**src/rtl/mtm_Alu_pkg.sv**
```systemverilog
// Shared types, error codes and CRC4 helper for the mtm_Alu command link.
// Latency: n/a (declarations and pure functions only).
// Backpressure: n/a.
package mtm_Alu_pkg;

    typedef enum logic [2:0] {
        OP_AND = 3'b000,
        OP_OR  = 3'b001,
        OP_ADD = 3'b100,
        OP_SUB = 3'b101
    } op_t;

    typedef enum logic [1:0] {
        BT_DATA = 2'd0,
        BT_CTL  = 2'd1,
        BT_ERR  = 2'd2
    } byte_type_t;

    typedef enum logic [1:0] {
        RX_IDLE,
        RX_TYPE,
        RX_PAYLOAD,
        RX_STOP
    } rx_state_t;

    localparam logic [2:0] ERR_DATA  = 3'b100;
    localparam logic [2:0] ERR_CRC   = 3'b010;
    localparam logic [2:0] ERR_OP    = 3'b001;

    // Low four coefficients of x^4+x+1; the x^4 term is implied.
    localparam logic [3:0] CRC4_POLY = 4'b0011;

    // Remainder of {B, A, 1, op, 0000} divided by x^4+x+1, MSB first.
    // Each step multiplies the running remainder by x, brings in the next
    // bit and reduces whenever the x^4 term would be set.
    function automatic logic [3:0] crc4_generate(input logic [31:0] b,
                                                 input logic [31:0] a,
                                                 input logic [2:0]  op);
        logic [71:0] v;
        logic [3:0]  rem;
        v   = {b, a, 1'b1, op, 4'b0000};
        rem = 4'b0000;
        for (int i = 71; i >= 0; i--) begin
            rem = {rem[2:0], v[i]} ^ (rem[3] ? CRC4_POLY : 4'b0000);
        end
        return rem;
    endfunction

    function automatic logic op_is_valid(input logic [2:0] op);
        logic ok;
        case (op)
            3'b000, 3'b001, 3'b100, 3'b101: ok = 1'b1;
            default:                        ok = 1'b0;
        endcase
        return ok;
    endfunction

endpackage

```
**src/rtl/mtm_alu_byte_rx.sv**
```systemverilog
// Bit-level receiver: start, type, 8 payload bits MSB first, stop (11 clocks/byte).
// Latency: o_byte_done is asserted combinationally during the stop-bit cycle.
// Backpressure: none; the serial line cannot be stalled, bytes are reported as they end.
// Ports: clk, rst_n (async active-low), i_sin serial in; o_byte_done strobe,
//        o_byte_type (DATA/CTL/ERR), o_byte_data payload, o_stop_err (stop bit was 0).
module mtm_alu_byte_rx
    import mtm_Alu_pkg::*;
(
    input  logic             clk,
    input  logic             rst_n,
    input  logic             i_sin,
    output logic             o_byte_done,
    output byte_type_t       o_byte_type,
    output logic [7:0]       o_byte_data,
    output logic             o_stop_err
);

    rx_state_t  r_state;
    rx_state_t  w_state_nxt;
    logic       r_type;
    logic [7:0] r_shift;
    logic [2:0] r_bit_cnt;

    always_ff @(posedge clk or negedge rst_n) begin
        if (!rst_n) begin
            r_state   <= RX_IDLE;
            r_type    <= 1'b0;
            r_shift   <= 8'h00;
            r_bit_cnt <= 3'd0;
        end else begin
            r_state <= w_state_nxt;
            case (r_state)
                RX_TYPE: begin
                    r_type    <= i_sin;
                    r_bit_cnt <= 3'd0;
                end
                RX_PAYLOAD: begin
                    r_shift   <= {r_shift[6:0], i_sin};
                    r_bit_cnt <= r_bit_cnt + 3'd1;
                end
                default: ;
            endcase
        end
    end

    always_comb begin
        w_state_nxt = r_state;
        o_byte_done = 1'b0;
        o_stop_err  = 1'b0;
        o_byte_type = r_type ? BT_CTL : BT_DATA;
        o_byte_data = r_shift;
        case (r_state)
            RX_IDLE:    if (!i_sin) w_state_nxt = RX_TYPE;
            RX_TYPE:    w_state_nxt = RX_PAYLOAD;
            RX_PAYLOAD: if (r_bit_cnt == 3'd7) w_state_nxt = RX_STOP;
            RX_STOP: begin
                // Always back to IDLE so a start bit in the very next cycle is caught.
                w_state_nxt = RX_IDLE;
                o_byte_done = 1'b1;
                o_stop_err  = ~i_sin;
                if (!i_sin) o_byte_type = BT_ERR;
            end
            default:    w_state_nxt = RX_IDLE;
        endcase
    end

endmodule

```
**src/rtl/mtm_alu_sin_deserializer.sv**
```systemverilog
// Assembles 8 DATA + 1 CTL byte frames from sin, checks CRC4/opcode, reports to the ALU core.
// Latency: frame_valid rises one clock after the final stop bit is on sin.
// Backpressure: none; each report is a one-cycle strobe and outputs hold until the next one.
// Ports: clk, rst_n (async active-low), sin (idles 1); b_data, a_data, op,
//        err_flags {ERR_DATA, ERR_CRC, ERR_OP}, frame_valid.
module mtm_alu_sin_deserializer
    import mtm_Alu_pkg::*;
#(
    parameter int DATA_BYTES   = 8,
    parameter bit CRC_CHECK_EN = 1'b1
) (
    input  logic        clk,
    input  logic        rst_n,
    input  logic        sin,
    output logic [31:0] b_data,
    output logic [31:0] a_data,
    output logic [2:0]  op,
    output logic [2:0]  err_flags,
    output logic        frame_valid
);

    localparam int FRAME_W = DATA_BYTES * 8;
    localparam int CNT_W   = $clog2(DATA_BYTES + 1);

    logic               w_byte_done;
    byte_type_t         w_byte_type;
    logic [7:0]         w_byte_data;
    logic               w_stop_err;

    logic [FRAME_W-1:0] r_data;
    logic [CNT_W-1:0]   r_cnt;

    logic               w_full;
    logic [2:0]         w_ctl_op;
    logic [3:0]         w_ctl_crc;
    logic [3:0]         w_crc_exp;
    logic               w_report;
    logic [2:0]         w_err;
    logic               w_store;
    logic               w_cnt_clr;
    logic               w_op_load;

    mtm_alu_byte_rx u_byte_rx (
        .clk         (clk),
        .rst_n       (rst_n),
        .i_sin       (sin),
        .o_byte_done (w_byte_done),
        .o_byte_type (w_byte_type),
        .o_byte_data (w_byte_data),
        .o_stop_err  (w_stop_err)
    );

    assign w_full    = (r_cnt == CNT_W'(DATA_BYTES));
    assign w_ctl_op  = w_byte_data[6:4];
    assign w_ctl_crc = w_byte_data[3:0];
    assign w_crc_exp = crc4_generate(r_data[FRAME_W-1 -: 32], r_data[31:0], w_ctl_op);

    always_comb begin
        w_report  = 1'b0;
        w_err     = 3'b000;
        w_store   = 1'b0;
        w_cnt_clr = 1'b0;
        w_op_load = 1'b0;
        if (w_byte_done) begin
            if (w_stop_err) begin
                // Broken byte framing: drop the byte and abort the frame.
                w_report  = 1'b1;
                w_err     = ERR_DATA;
                w_cnt_clr = 1'b1;
            end else begin
                case (w_byte_type)
                    BT_DATA: begin
                        if (w_full) begin
                            w_report  = 1'b1;
                            w_err     = ERR_DATA;
                            w_cnt_clr = 1'b1;
                        end else begin
                            w_store = 1'b1;
                        end
                    end
                    BT_CTL: begin
                        w_report  = 1'b1;
                        w_cnt_clr = 1'b1;
                        w_op_load = 1'b1;
                        if (!w_full)
                            w_err = ERR_DATA;
                        else if (CRC_CHECK_EN && (w_ctl_crc != w_crc_exp))
                            w_err = ERR_CRC;
                        else if (!op_is_valid(w_ctl_op))
                            w_err = ERR_OP;
                    end
                    default: ;
                endcase
            end
        end
    end

    always_ff @(posedge clk or negedge rst_n) begin
        if (!rst_n) begin
            r_data      <= '0;
            r_cnt       <= '0;
            b_data      <= 32'h0;
            a_data      <= 32'h0;
            op          <= 3'b000;
            err_flags   <= 3'b000;
            frame_valid <= 1'b0;
        end else begin
            frame_valid <= w_report;
            // Bytes arrive MSB byte first, so shifting left places byte n at
            // {B,A} position n once the frame is complete.
            if (w_store) begin
                r_data <= {r_data[FRAME_W-9:0], w_byte_data};
                r_cnt  <= r_cnt + CNT_W'(1);
            end
            if (w_cnt_clr) r_cnt <= '0;
            if (w_report) begin
                b_data    <= r_data[FRAME_W-1 -: 32];
                a_data    <= r_data[31:0];
                err_flags <= w_err;
            end
            if (w_op_load) op <= w_ctl_op;
        end
    end

endmodule

```
**config.mk**
```make
export PLATFORM = sky130hd
export DESIGN_NAME = mtm_alu_sin_deserializer
export DESIGN_NICKNAME = d
export VERILOG_FILES = /design/src/rtl/mtm_Alu_pkg.sv /design/src/rtl/mtm_alu_byte_rx.sv /design/src/rtl/mtm_alu_sin_deserializer.sv
export SDC_FILE = /design/constraint.sdc
export NUM_CORES = 1
export LEC_CHECK = 0
export BUFFER_PORTS_ARGS = -buffer_cell sky130_fd_sc_hd__buf_2
export CAP_MARGIN = 20
export CORE_UTILIZATION = 50
export CTS_BUF_LIST = sky130_fd_sc_hd__clkbuf_4 sky130_fd_sc_hd__clkbuf_8
export CTS_CLUSTER_DIAMETER = 120
export DETAILED_ROUTE_END_ITERATION = 10
export PLACE_DENSITY = 0.74
export SETUP_SLACK_MARGIN = 0.3
export SLEW_MARGIN = 20
export SYNTH_ARGS = -nofsm -noshare
export SYNTH_HDL_FRONTEND = slang
export SYNTH_SLANG_ARGS = --single-unit
```
**constraint.sdc**
```tcl
create_clock -name clk -period 4.81 [get_ports clk]
set_clock_uncertainty 0.05 [all_clocks]
set_input_delay 0.962 -clock clk [delete_from_list [all_inputs] [get_ports clk]]
set_output_delay 0.962 -clock clk [all_outputs]
set_load 0.03 [all_outputs]
```
==> Word level (Yosys, flattened, before mapping) <==
Cells that the tools add are included.
W data, S select, Z words.
{ "word_totals": {"elab_cells": 204, "out_inout_bits": 71, "ff_bits": 153, "input_bits": 3} }
{ "op_classes": {"n_reduce_logical": 7, "muxes": 103, "add_sub_neg": 2, "n_bitwise": 69, "n_eq_ne": 12} }
{ "op_table": {"columns": ["cell", "n"], "rows": [
  ["$xor A4 B2 Y4", 68],
  ["$mux W2", 73],
  ["$mux W1", 20],
  ["$mux W3", 4],
  ["$pmux W3 S2", 2],
  ["$eq A3 B3 Y1 const B", 3],
  ["$mux W4", 2],
  ["$pmux W2 S4", 1],
  ["$add A4 B1 Y4 const B", 1],
  ["$eq A2 B1 Y1 const B", 2],
  ["$eq A2 B2 Y1 const B", 2],
  ["$eq A4 B4 Y1 const B", 1],
  ["$logic_not A2 Y1", 2],
  ["$ne A4 B4 Y1", 1],
  ["$reduce_bool A2 Y1", 2],
  ["$reduce_or A4 Y1", 1],
  ["$add A3 B1 Y3 const B", 1],
  ["$eq A3 B1 Y1 const B", 1],
  ["$logic_not A3 Y1", 1],
  ["$ne A2 B1 Y1 const B", 1],
  ["$ne A2 B2 Y1 const B", 1],
  ["$pmux W1 S2", 1],
  ["$reduce_and A2 Y1", 1],
  ["$not A1 Y1", 1]
]} }

==> Longest topological paths before layout <==
Gate-level depths: netlist (run 1).
{ "depth": {"ltp_word": 148, "ltp_mapped": 10, "ltp_nobuf": 9} }

==> By module <==
From an unflattened synthesis (run 1), not the netlist that was laid out.
{ "hier_totals": {"hier_cells": 601, "area_unflattened_um2": 7065.5} }
{ "modules_own_cells": {"columns": ["module", "area_per_inst_um2", "instances", "seq_area_each_um2", "cells_each"], "rows": [
  ["mtm_alu_sin_deserializer", 6386.1, 1, 3478.3, 549],
  ["mtm_alu_byte_rx", 679.4, 1, 350.3, 52]
]} }

==> Worst setup path before layout (run 1) <==
OpenSTA, ideal clock, no wires.
{ "synth_timing": {"path_kind": "reg2reg", "from": "register r_data[52]", "to": "register err_flags[1]", "slack_ns": 2.063, "period_less_slack_ns": 2.747, "path_buffers": 0, "path_stages_with_launch": 10, "arrival_ns": 2.571, "t_required_ns": 4.634, "setup_time_ns": 0.126, "path_cell_list": "dfrtp_1 > xnor2_1 > xnor3_2 > xnor2_2 > xnor2_1 > xnor3_2 > or2_0 > mux2_2 > o2bb2ai_2 > o21ai_0"} }
{ "synth_between": {"elab_chain_cells": 86, "word_cells_on_any_way": 121, "cone_classes": "1 x eq/ne; 59 x mux; 61 x bitwise"} }
{ "synth_lines": {"columns": ["item", "line", "source"], "rows": [
  ["from (decl)", "mtm_alu_sin_deserializer.sv:30", "logic [FRAME_W-1:0] r_data;"],
  ["from (signal assigned)", "mtm_alu_sin_deserializer.sv:112", "r_data <= {r_data[FRAME_W-9:0], w_byte_data};"],
  ["$xor A4 B2 Y4 (*) (4 in a row)", "mtm_Alu_pkg.sv:44", "rem = {rem[2:0], v[i]} ^ (rem[3] ? CRC4_POLY : 4'b0000);"],
  ["$mux W2 (*)", "mtm_Alu_pkg.sv:44", null],
  ["$xor A4 B2 Y4 (*) (3 in a row)", "mtm_Alu_pkg.sv:44", null],
  ["$mux W2 or $xor A4 B2 Y4 (tied branches)", "mtm_Alu_pkg.sv:44", null],
  ["$xor A4 B2 Y4 (*) (3 in a row)", "mtm_Alu_pkg.sv:44", null],
  ["$mux W2 or $xor A4 B2 Y4 (tied branches)", "mtm_Alu_pkg.sv:44", null],
  ["$xor A4 B2 Y4 (*) (3 in a row)", "mtm_Alu_pkg.sv:44", null],
  ["$mux W2 or $xor A4 B2 Y4 (tied branches)", "mtm_Alu_pkg.sv:44", null],
  ["[61 not listed]", null, null],
  ["$mux W2 or $xor A4 B2 Y4 (tied branches)", "mtm_Alu_pkg.sv:44", null],
  ["$xor A4 B2 Y4 (*)", "mtm_Alu_pkg.sv:44", null],
  ["$ne A4 B4 Y1 (*)", "mtm_alu_sin_deserializer.sv:87", "else if (CRC_CHECK_EN && (w_ctl_crc != w_crc_exp))"],
  ["$mux W2 (*)", "mtm_alu_sin_deserializer.sv:87", null],
  ["$mux W3 (*)", "mtm_alu_sin_deserializer.sv:85", "if (!w_full)"],
  ["$pmux W3 S2 (*)", "mtm_alu_sin_deserializer.sv:71", "case (w_byte_type)"],
  ["$mux W3 (*)", "mtm_alu_sin_deserializer.sv:65", "if (w_stop_err) begin"],
  ["$mux W3 (*)", "mtm_alu_sin_deserializer.sv:64", "if (w_byte_done) begin"],
  ["to (signal assigned)", "mtm_alu_sin_deserializer.sv:119", "err_flags <= w_err;"],
  ["to (decl)", "mtm_alu_sin_deserializer.sv:18", "output logic [2:0] err_flags,"]
]} }
Every way passes the cells marked *; elsewhere a longest branch is shown, timed or not.
A chain may end at the register's enable or synchronous reset.

==> Worst setup path after layout (run 1) <==
{ "layout_timing": {"from": "register r_data[52]", "to": "register err_flags[0]"} }
Same word-level chain as after synthesis.

==> results of run 1 <==
==> cell type report <==
cell class / instances / area share
Tap cell: 176 / 0.0278
Inverter: 12 / 0.00585
Multi-Input combinational cell: 420 / 0.382
Clock buffer: 23 / 0.0376
Timing Repair Buffer: 78 / 0.0517
Sequential cell: 153 / 0.484
Clock inverter: 9 / 0.0117
==> worst reg2reg max path, cell delays in order (launching register included) <==
cell,delay [ns]
dfrtp_1,0.44
xnor2_1,0.30
xnor3_2,0.53
xnor2_2,0.22
xnor2_1,0.15
xnor3_2,0.43
or2_0,0.25
mux2_2,0.28
o2bb2ai_2,0.15
a22o_1,0.14
==> path summary, 6_finish.rpt <==
kind	start	to	depth (start not counted)
setup / recovery	r_data[52]	err_flags[0]	9
hold / removal	a_data[18]	a_data[18]	2
setup reg to reg	r_data[52]	err_flags[0]	9
hold reg to reg	a_data[18]	a_data[18]	2
max in group asynchronous	rst_n	r_cnt[2]	2
min in group asynchronous	rst_n	b_data[13]	1
==> layout by cell type (no fill, tap or decap), drive strengths merged <==
master	count
nor3b	1
a211oi	1
dfrtp	153
a22oi	1
mux2i	2
xor2	13
ha	9
o21a	1
nand2	200
clkinvlp	6
clkinv	3
mux2	77
or3	1
o2bb2ai	1
xnor2	74
inv	11
a21oi	2
nor2	3
nand2b	1
nand3	7
o22ai	1
or2	1
xnor3	13
o21ai	9
bufinv	1
nor3	1
clkbuf	23
a22o	1
buf	78
==> through the flow <==
step | cells | util | setup slack [ns] | area, um^2
detailed placement | 839 | 0.559 | 1.81 | 7520
global placement | 839 | 0.559 | 1.89 | 7520
global route | 871 | 0.588 | 1.66 | 7920
floorplan | 609 | - | 2.06 | 6980
CTS | 871 | 0.588 | 1.82 | 7920
finish | 871 | 0.588 | 1.83 | 7920
==> cells by family (layout without fill, tap and decap cells) <==
logic type	after synthesis	count (layout)	synth area share
AOI/OAI and AO/OA	17	17	0.0154
xor gates and xnor gates	100	100	0.155
adders and majority gates	9	9	0.0161
buffers and inverters	36	122	0.0195
DFF	153	153	0.548
muxes	79	79	0.127
and+or+nand+nor	215	215	0.119
==> routing by layer <==
layer / GRT usage / vias to the layer above / share of wire
met5: 0 / - / 0
met4: 0.0766 / 0 / 0.017
met3: 0.0428 / 22 / 0.028
met2: 0.354 / 69 / 0.50
met1: 0.265 / 2148 / 0.45
li1: - / 2113 / -
==> registers in the layout (all words and copies together) (netlist names) <==
signal	count
u_byte_rx.r_state	2
a_data	32
op	3
frame_valid	1
r_data	64
err_flags	3
r_cnt	4
u_byte_rx.o_byte_data	8
u_byte_rx.r_bit_cnt	3
b_data	32
u_byte_rx.r_type	1
==> impl_metrics.csv, run 1 <==
group,metric,value,unit
status,outcome,"complete, no violations",
timing,setup_viol,0,
floorplan,dieArea,14400,um^2
logic_synthesis,synth_warnings,0,
timing,maxSlewHeadroom,0.353,
route,wl,13900,um
logic_synthesis,synth_top_area_frac,0.548,
min_path,hold_path_class,"flip-flop to flip-flop",
clocking,cts_made_buffers,17,
logic_synthesis,synth_edf_count,0,
logic_synthesis,yosysSeqAreaShare,0.548,
timing,hold_violations,0,
setup_path,path_class,"flip-flop to flip-flop",
place,io_buffers,73,
place,place_hpwl,9580,um
setup_path,path_delay_family,"XOR/XNOR gates",
cells_and_area,num-nets-final,694,
clocking,clock_latency,0.45,ns
setup_path,crit_slowest_cell,"xnor3_2",
setup_path,crit_buf_inv,0,
global_route,grt_overflow,0,
logic_synthesis,async_flop_share,1.00,
global_route,grt_usage,0.209,
clocking,cts_tree,"yes",
clocking,postCtsSetupBuffers,0,
route,dr.pass1.iters,4,
setup_path,cp_max_fo,5,
global_route,grt_pass1_vias,4534,
route,ant_nets,0,
timing,timing.fmax,335,MHz
route,remaining_drc_errors,0,
setup_path,cp.required,5.14,ns
clocking,clk_pin_slew,0.08,ns
global_route,antenna_found_initial,0,
logic_synthesis,synth.distinct_cells,29,
cells_and_area,nFillCells,1217,
setup_path,cpPeakStageDelay,0.53,ns
logic_synthesis,synth_area,6980,um^2
timing,fin_crit,2.98,ns
timing,finalSetupTns,0,ns
logic_synthesis,yosys_register_bits,153,
setup_path,cp-end-kind,"flip-flop",
flow_run,cap_violations,0,
timing,report.final.slew_viol_count,0,
clocking,cts_root_buf,"clkbuf_8",
clocking,htree_num_levels,4,
timing,grt_setup_unrepaired,"no",
floorplan,die_w,120,um
timing,hold_slack,0.421,ns
clocking,clock_tree.buffer_depth,2,
floorplan,initial_core_util,0.519,
floorplan,pin_count,74,
timing,fin_crit_sh,0.620,
cells_and_area,n_antenna_cell,0,
route,via_per_inst,5.00,
logic_synthesis,synth_largest_area_cell,"dfrtp_1",
logic_synthesis,synth.most_common_cell,"nand2_1",
logic_synthesis,synthTopCellsByCount,"nand2_1, dfrtp_1, mux2_2",
floorplan,fp-row-count,42,
place,place_congestion,0.795,
global_route,grt_max_degree,110,
cells_and_area,multiInputGateArea,3020,um^2
logic_synthesis,syn_inst,609,
clocking,cts-resized-gates,0,
setup_path,start_kind,"flip-flop",
route,first_iter_violations,218,
route,via_count,4352,
logic_synthesis,postSynthAreaPerCell,11.5,um^2
global_route,grt_pass1_wl,23000,um
route,wl_per_cell,15.9,um
logic_synthesis,ys.flop_type,"dfrtp_1",
setup_path,ff2ff_setup_slack,1.83,ns
floorplan,dieHeight,120,um
cells_and_area,layout-drive-gt1-share,0.283,
setup_path,path_cells,"xnor2_1 > xnor3_2 > xnor2_2 > xnor2_1 > xnor3_2 > or2_0 > mux2_2 > o2bb2ai_2 > a22o_1",
timing,tightest_slew,0.970,ns
cells_and_area,area_growth,13.4,%
setup_path,worstPathArrival,3.31,ns
floorplan,core,13500,um^2
cells_and_area,ff_latch_area,3830,um^2
logic_synthesis,syn-num-nets,621,
clocking,cts_hold_buf,0,
logic_synthesis,synth_area_leaders,"dfrtp_1, mux2_2, nand2_1",
clocking,cts.sinks,153,
Power of run 1 is not shown: default switching activity piles up to over one toggle a cycle in this logic, so the estimate is an artifact.
==> inputs of run 2 (changes only) <==
Settings changed: ABC_AREA from default to 1, PLACE_DENSITY 0.74 to 0.75.
Clock period 4.81 ns to 2.6 ns, I/O delays scaled along.
==> run 2 against run 1 <==
  * The run now ends with negative setup slack left
  * Setup slack worse by 5.6 ns
  * Synthesized cell count is 97% higher
  * Final area is 48% higher
  * Sequential share of layout area is 16 points lower
  * Fmax is 53% lower
  * Area after synthesis is 25% higher
  * Hold slack worse by 0.13 ns
  * Register-to-register slack worse by 5.6 ns
  * Core utilization is 11 points higher
  * Non-clock buffer count is 108 higher
  * Highest routed layer unchanged
==> impl_metrics.csv, run 2 <==
group,metric,value,unit
min_path,worstHoldStart,"sin",
logic_synthesis,synth_warnings,0,
cells_and_area,num-nets-final,1383,
cells_and_area,mostFrequentLayoutCells,"nand2_1, dfrtp_1, nand2_2",
place,io_buffers,73,
global_route,grt_usage,0.250,
timing,timing.fmax,156,MHz
status,violations,"negative setup slack",
timing,tightest_slew,0.489,ns
timing,maxSlewHeadroom,0.674,
setup_path,reg2reg_from,"r_data[63]",
setup_path,crit_slowest_cell,"dfrtp_1",
setup_path,crit_buf_inv,4,
setup_path,worstPathArrival,6.70,ns
min_path,holdPathEnd,"u_byte_rx.r_type",
global_route,grt_max_degree,92,
setup_path,reg2reg_depth,60,
floorplan,fp-row-count,47,
route,wl_per_cell,15.7,um
flow_run,cap_violations,0,
global_route,antenna_found_initial,0,
clocking,clk_pin_slew,0.08,ns
logic_synthesis,synth_area_leaders,"dfrtp_1, nand2_1, nand3_1",
cells_and_area,largest_register_ffs,64,
setup_path,path_delay_family,"simple AND/OR/NAND/NOR gates",
route,via_count,8969,
logic_synthesis,syn-num-nets,1209,
setup_path,start_kind,"flip-flop",
cells_and_area,regMostFlops,"r_data",
place,place_congestion,0.889,
cells_and_area,layout-drive-gt1-share,0.407,
timing,setup_viol,2,
floorplan,pin_count,74,
cells_and_area,nFillCells,1256,
setup_path,cp_max_fo,5,
status,outcome,"finished with violations",
logic_synthesis,synth_top_area_frac,0.440,
cells_and_area,final_common_cell,"nand2_1",
logic_synthesis,async_flop_share,1.00,
global_route,grt_pass1_vias,7893,
global_route,grt_pass1_wl,36000,um
timing,hold_violations,0,
logic_synthesis,synth_area,8710,um^2
logic_synthesis,synth.most_common_cell,"nand2_1",
logic_synthesis,postSynthAreaPerCell,7.28,um^2
setup_path,path_class,"flip-flop to flip-flop",
logic_synthesis,synth.distinct_cells,18,
clocking,cts_tree,"yes",
min_path,hold_depth,3,
route,dr.pass1.iters,6,
min_path,hold_path_class,"primary input to flip-flop",
timing,fin_crit,6.39,ns
floorplan,dieHeight,134,um
global_route,grt_overflow,0,
setup_path,cpPeakStageDelay,0.43,ns
setup_path,ff2ff_setup_slack,-3.79,ns
floorplan,core,16800,um^2
setup_path,worstReg2RegEnd,"err_flags[1]",
timing,fin_crit_sh,2.46,
cells_and_area,n_antenna_cell,0,
timing,setup_slack,-3.79,ns
cells_and_area,area_growth,34.9,%
clocking,cts_root_buf,"clkbuf_8",
place,place_hpwl,15400,um
floorplan,die_w,134,um
setup_path,cp_common_cell,"nand2_2",
logic_synthesis,synth_largest_area_cell,"dfrtp_1",
route,first_iter_violations,771,
logic_synthesis,synth_edf_count,0,
clocking,clock_tree.buffer_depth,2,
route,via_per_inst,5.59,
clocking,cts.sinks,153,
floorplan,dieArea,18000,um^2
logic_synthesis,yosys_register_bits,153,
route,wl,25300,um
route,ant_nets,0,
clocking,clock_latency,0.47,ns
route,remaining_drc_errors,0,
timing,grt_setup_unrepaired,"yes",
cells_and_area,top_regs,"r_data: 64 flops, a_data: 32 flops, b_data: 32 flops",
setup_path,cp.depth,60,
logic_synthesis,syn_inst,1197,
floorplan,initial_core_util,0.518,
logic_synthesis,yosysSeqAreaShare,0.440,
timing,report.final.slew_viol_count,0,
setup_path,cp-end-kind,"flip-flop",
clocking,cts_made_buffers,17,
logic_synthesis,ys.flop_type,"dfrtp_1",
timing,finalSetupTns,-7.56,ns
logic_synthesis,synthTopCellsByCount,"nand2_1, nand3_1, dfrtp_1",
setup_path,cp.required,2.91,ns
clocking,htree_num_levels,4,
==> run 2: cell count changes after synthesis, sizes merged, moves of 12 or more <==
cell / delta
nand3: +239
xor2: -12
xnor3: -13
inv: +100
mux2: -77
nand2: +283
xnor2: -74
o21ai: +136
==> run 2: cell families after synthesis <==
logic type,after synthesis,synth area share
AND/OR/NAND/NOR,742,0.399
flip-flops,153,0.440
AO/OA/AOI/OAI,149,0.0856
buffers and inverters,143,0.0618
adder cells (fa/ha/maj),9,0.0129
XOR/XNOR,1,0.00101
==> run 2: how the worst max path moves through the flow <==
stage	from	end	slack (ns)
5_1_grt	r_data[63]	err_flags[1]	-4.30
3_3_place_gp	r_data[63]	err_flags[1]	-3.13
2_1_floorplan	r_data[63]	err_flags[1]	-2.48
6_report	r_data[63]	err_flags[1]	-3.79
3_5_place_dp	r_data[63]	err_flags[1]	-3.28
4_1_cts	r_data[63]	err_flags[1]	-3.20
==> run 2: final cells by class <==
type                            instances  area [um^2]  area share
Inverter                              112          420      0.0358
Timing Repair Buffer                  186         1300       0.110
Clock buffer                           21          277      0.0235
Tap cell                              220          275      0.0234
Multi-Input combinational cell        901         5530       0.470
Clock inverter                         11          123      0.0104
Sequential cell                       153         3830       0.326
==> run 2: routing by layer <==
metal,vias to the layer above,global-route usage,share of wire
met2,360,0.400,0.47
li1,4252,-,-
met5,-,0,0
met3,121,0.0393,0.056
met1,4236,0.341,0.43
met4,0,0.0960,0.038
==> run 2: worst reg2reg max path: cells and delay by family, from the launching register on <==
family / cells / cell delay, ns
simple gates: 55 / 5.39
flops: 1 / 0.43
buf+inv: 4 / 0.31
compound gates: 1 / 0.11
==> run 2: per-stage QoR <==
step | hold WS (ns) | cells | setup slack (ns) | util | cell area [um^2]
floorplan | 0.174 | 1197 | -2.48 | - | 8740
global placement | 0.410 | 1569 | -3.13 | 0.606 | 10200
detailed placement | 0.418 | 1569 | -3.28 | 0.606 | 10200
CTS | 0.270 | 1603 | -3.20 | 0.646 | 10900
global route | 0.321 | 1604 | -4.30 | 0.699 | 11700
finish | 0.287 | 1604 | -3.79 | 0.699 | 11700
==> run 2: what timing repair did <==
action / in CTS / in global routing
buffers inserted: 1 / 1
pin swaps: 11 / 33
resized for setup: 67 / 204
endpoints found under the setup margin: 2 / 2
hold buffers: 1 / 0
hold endpoints to repair: 47 / 0
Power of run 2 is left out for the same reason.
==> inputs of run 3 (changes only) <==
Settings changed: BUFFER_PORTS_ARGS -buffer_cell sky130_fd_sc_hd__buf_2 to -buffer_cell sky130_fd_sc_hd__buf_4.
==> run 3 against run 2 <==
  * The flow still finishes with violations (negative setup slack)
  * Final cell count about the same
  * Via count decreased by 2.3%
  * Sequential cell count unchanged
  * Non-clock buffer count increased by 1
  * Wire length decreased by 4.9%
  * Critical path type unchanged
  * Critical endpoint unchanged
==> impl_metrics.csv, run 3 (synthesized netlist as in run 2, its figures left out) <==
group,metric,value,unit
timing,hold_slack,0.243,ns
timing,tightest_slew,0.599,ns
cells_and_area,final_common_cell,"nand2_1",
setup_path,cp_common_cell,"nand2_2",
timing,fin_crit,6.27,ns
route,via_count,8761,
floorplan,fp-row-count,47,
flow_run,cap_violations,0,
cells_and_area,largest_register_ffs,64,
cells_and_area,area_growth,34.3,%
route,via_per_inst,5.46,
timing,timing.fmax,159,MHz
timing,hold_violations,0,
global_route,antenna_found_initial,0,
clocking,clock_latency,0.49,ns
floorplan,die_w,134,um
floorplan,initial_core_util,0.518,
cells_and_area,n_antenna_cell,0,
place,place_congestion,0.904,
setup_path,start_kind,"flip-flop",
setup_path,path_class,"flip-flop to flip-flop",
clocking,htree_num_levels,4,
setup_path,cpPeakStageDelay,0.43,ns
setup_path,worstPathArrival,6.59,ns
place,io_buffers,73,
floorplan,dieHeight,134,um
floorplan,pin_count,74,
cells_and_area,regMostFlops,"r_data",
timing,finalSetupTns,-7.33,ns
place,place_hpwl,15900,um
timing,report.final.slew_viol_count,0,
timing,fin_crit_sh,2.41,
global_route,grt_pass1_wl,38000,um
route,wl,24000,um
setup_path,crit_slowest_cell,"dfrtp_1",
clocking,cts_made_buffers,17,
setup_path,ff2ff_setup_slack,-3.67,ns
route,ant_nets,0,
timing,setup_viol,2,
min_path,hold_path_class,"primary input to flip-flop",
route,dr.pass1.iters,7,
setup_path,cp_max_fo,5,
timing,grt_setup_unrepaired,"yes",
global_route,grt_overflow,0,
cells_and_area,layout-drive-gt1-share,0.381,
global_route,grt_pass1_vias,8129,
floorplan,core,16800,um^2
status,violations,"negative setup slack",
cells_and_area,top_regs,"r_data: 64 flops, a_data: 32 flops, b_data: 32 flops",
route,first_iter_violations,743,
cells_and_area,mostFrequentLayoutCells,"nand2_1, buf_4, dfrtp_1",
clocking,cts.sinks,153,
global_route,grt_max_degree,96,
route,remaining_drc_errors,0,
cells_and_area,num-nets-final,1384,
timing,setup_slack,-3.67,ns
clocking,cts_tree,"yes",
global_route,grt_usage,0.266,
cells_and_area,nFillCells,1297,
cells_and_area,post-route-util,0.695,
clocking,cts_root_buf,"clkbuf_8",
route,wl_per_cell,15.0,um
clocking,clock_tree.buffer_depth,2,
setup_path,cp.required,2.92,ns
setup_path,cp-end-kind,"flip-flop",
timing,maxSlewHeadroom,0.600,
place,post-place-ws,-3.40,ns
clocking,clk_pin_slew,0.09,ns
status,outcome,"finished with violations",
floorplan,dieArea,18000,um^2
-- run 3: cell count changes in the layout (fill, tap and decap cells not counted), moves of 2 or more --
cell      change
nand3_2      -18
nand3_1      +24
nand3_4       -6
buf_4        +73
nand2_2       -4
buf_2        -72
clkbuf_4      -2
nand2_4      -10
nand2_1      +14
clkinv_2      +3
-- run 3: metrics by stage --
stage               cell area (um^2)  std cells
detailed placement             10300       1567
floorplan                       8740       1197
finish                         11700       1605
global route                   11700       1605
global placement               10300       1567
CTS                            11300       1604
-- run 3: worst paths after layout --
kind | start | to | depth (start not counted)
max | r_data[63] | err_flags[1] | 60
min | sin | u_byte_rx.r_type | 3
max reg2reg | r_data[63] | err_flags[1] | 60
min reg2reg | u_byte_rx.r_bit_cnt[0] | u_byte_rx.r_bit_cnt[0] | 1
max in group asynchronous | rst_n | r_data[61] | 3
min in group asynchronous | rst_n | r_data[41] | 2
-- run 3: cell type report --
class | count | area, um^2 | area share
multi-input combinational | 901 | 5280 | 0.452
sequential | 153 | 3830 | 0.327
timing repair buffer | 187 | 1480 | 0.126
inverter | 112 | 420 | 0.0359
tap | 220 | 275 | 0.0235
clock buffer | 19 | 262 | 0.0224
clock inverter | 13 | 151 | 0.0129
-- run 3: timing repair --
action	CTS	global route
buffers inserted	4	1
pin swaps	29	23
endpoints found under the hold margin	7	0
hold buffers	1	0
cloned	0	0
setup endpoints to repair	2	14
gates resized for setup	125	95
-- run 3: routing by layer --
metal	part of all wire	vias up	GRT usage	wire length (um)
met3	0.055	88	0.0446	1330
met2	0.47	311	0.430	11300
li1	-	4263	-	-
met5	0	-	0	0
met4	0.032	0	0.0953	773
met1	0.44	4099	0.359	10600
-- run 3: critical path: cells and delay by family, from the launching register on --
kind	cells	cell delay [ns]
flops	1	0.43
compound gates	1	0.12
buf+inv	4	0.32
simple gates	55	5.26
Power of run 3 is left out for the same reason.
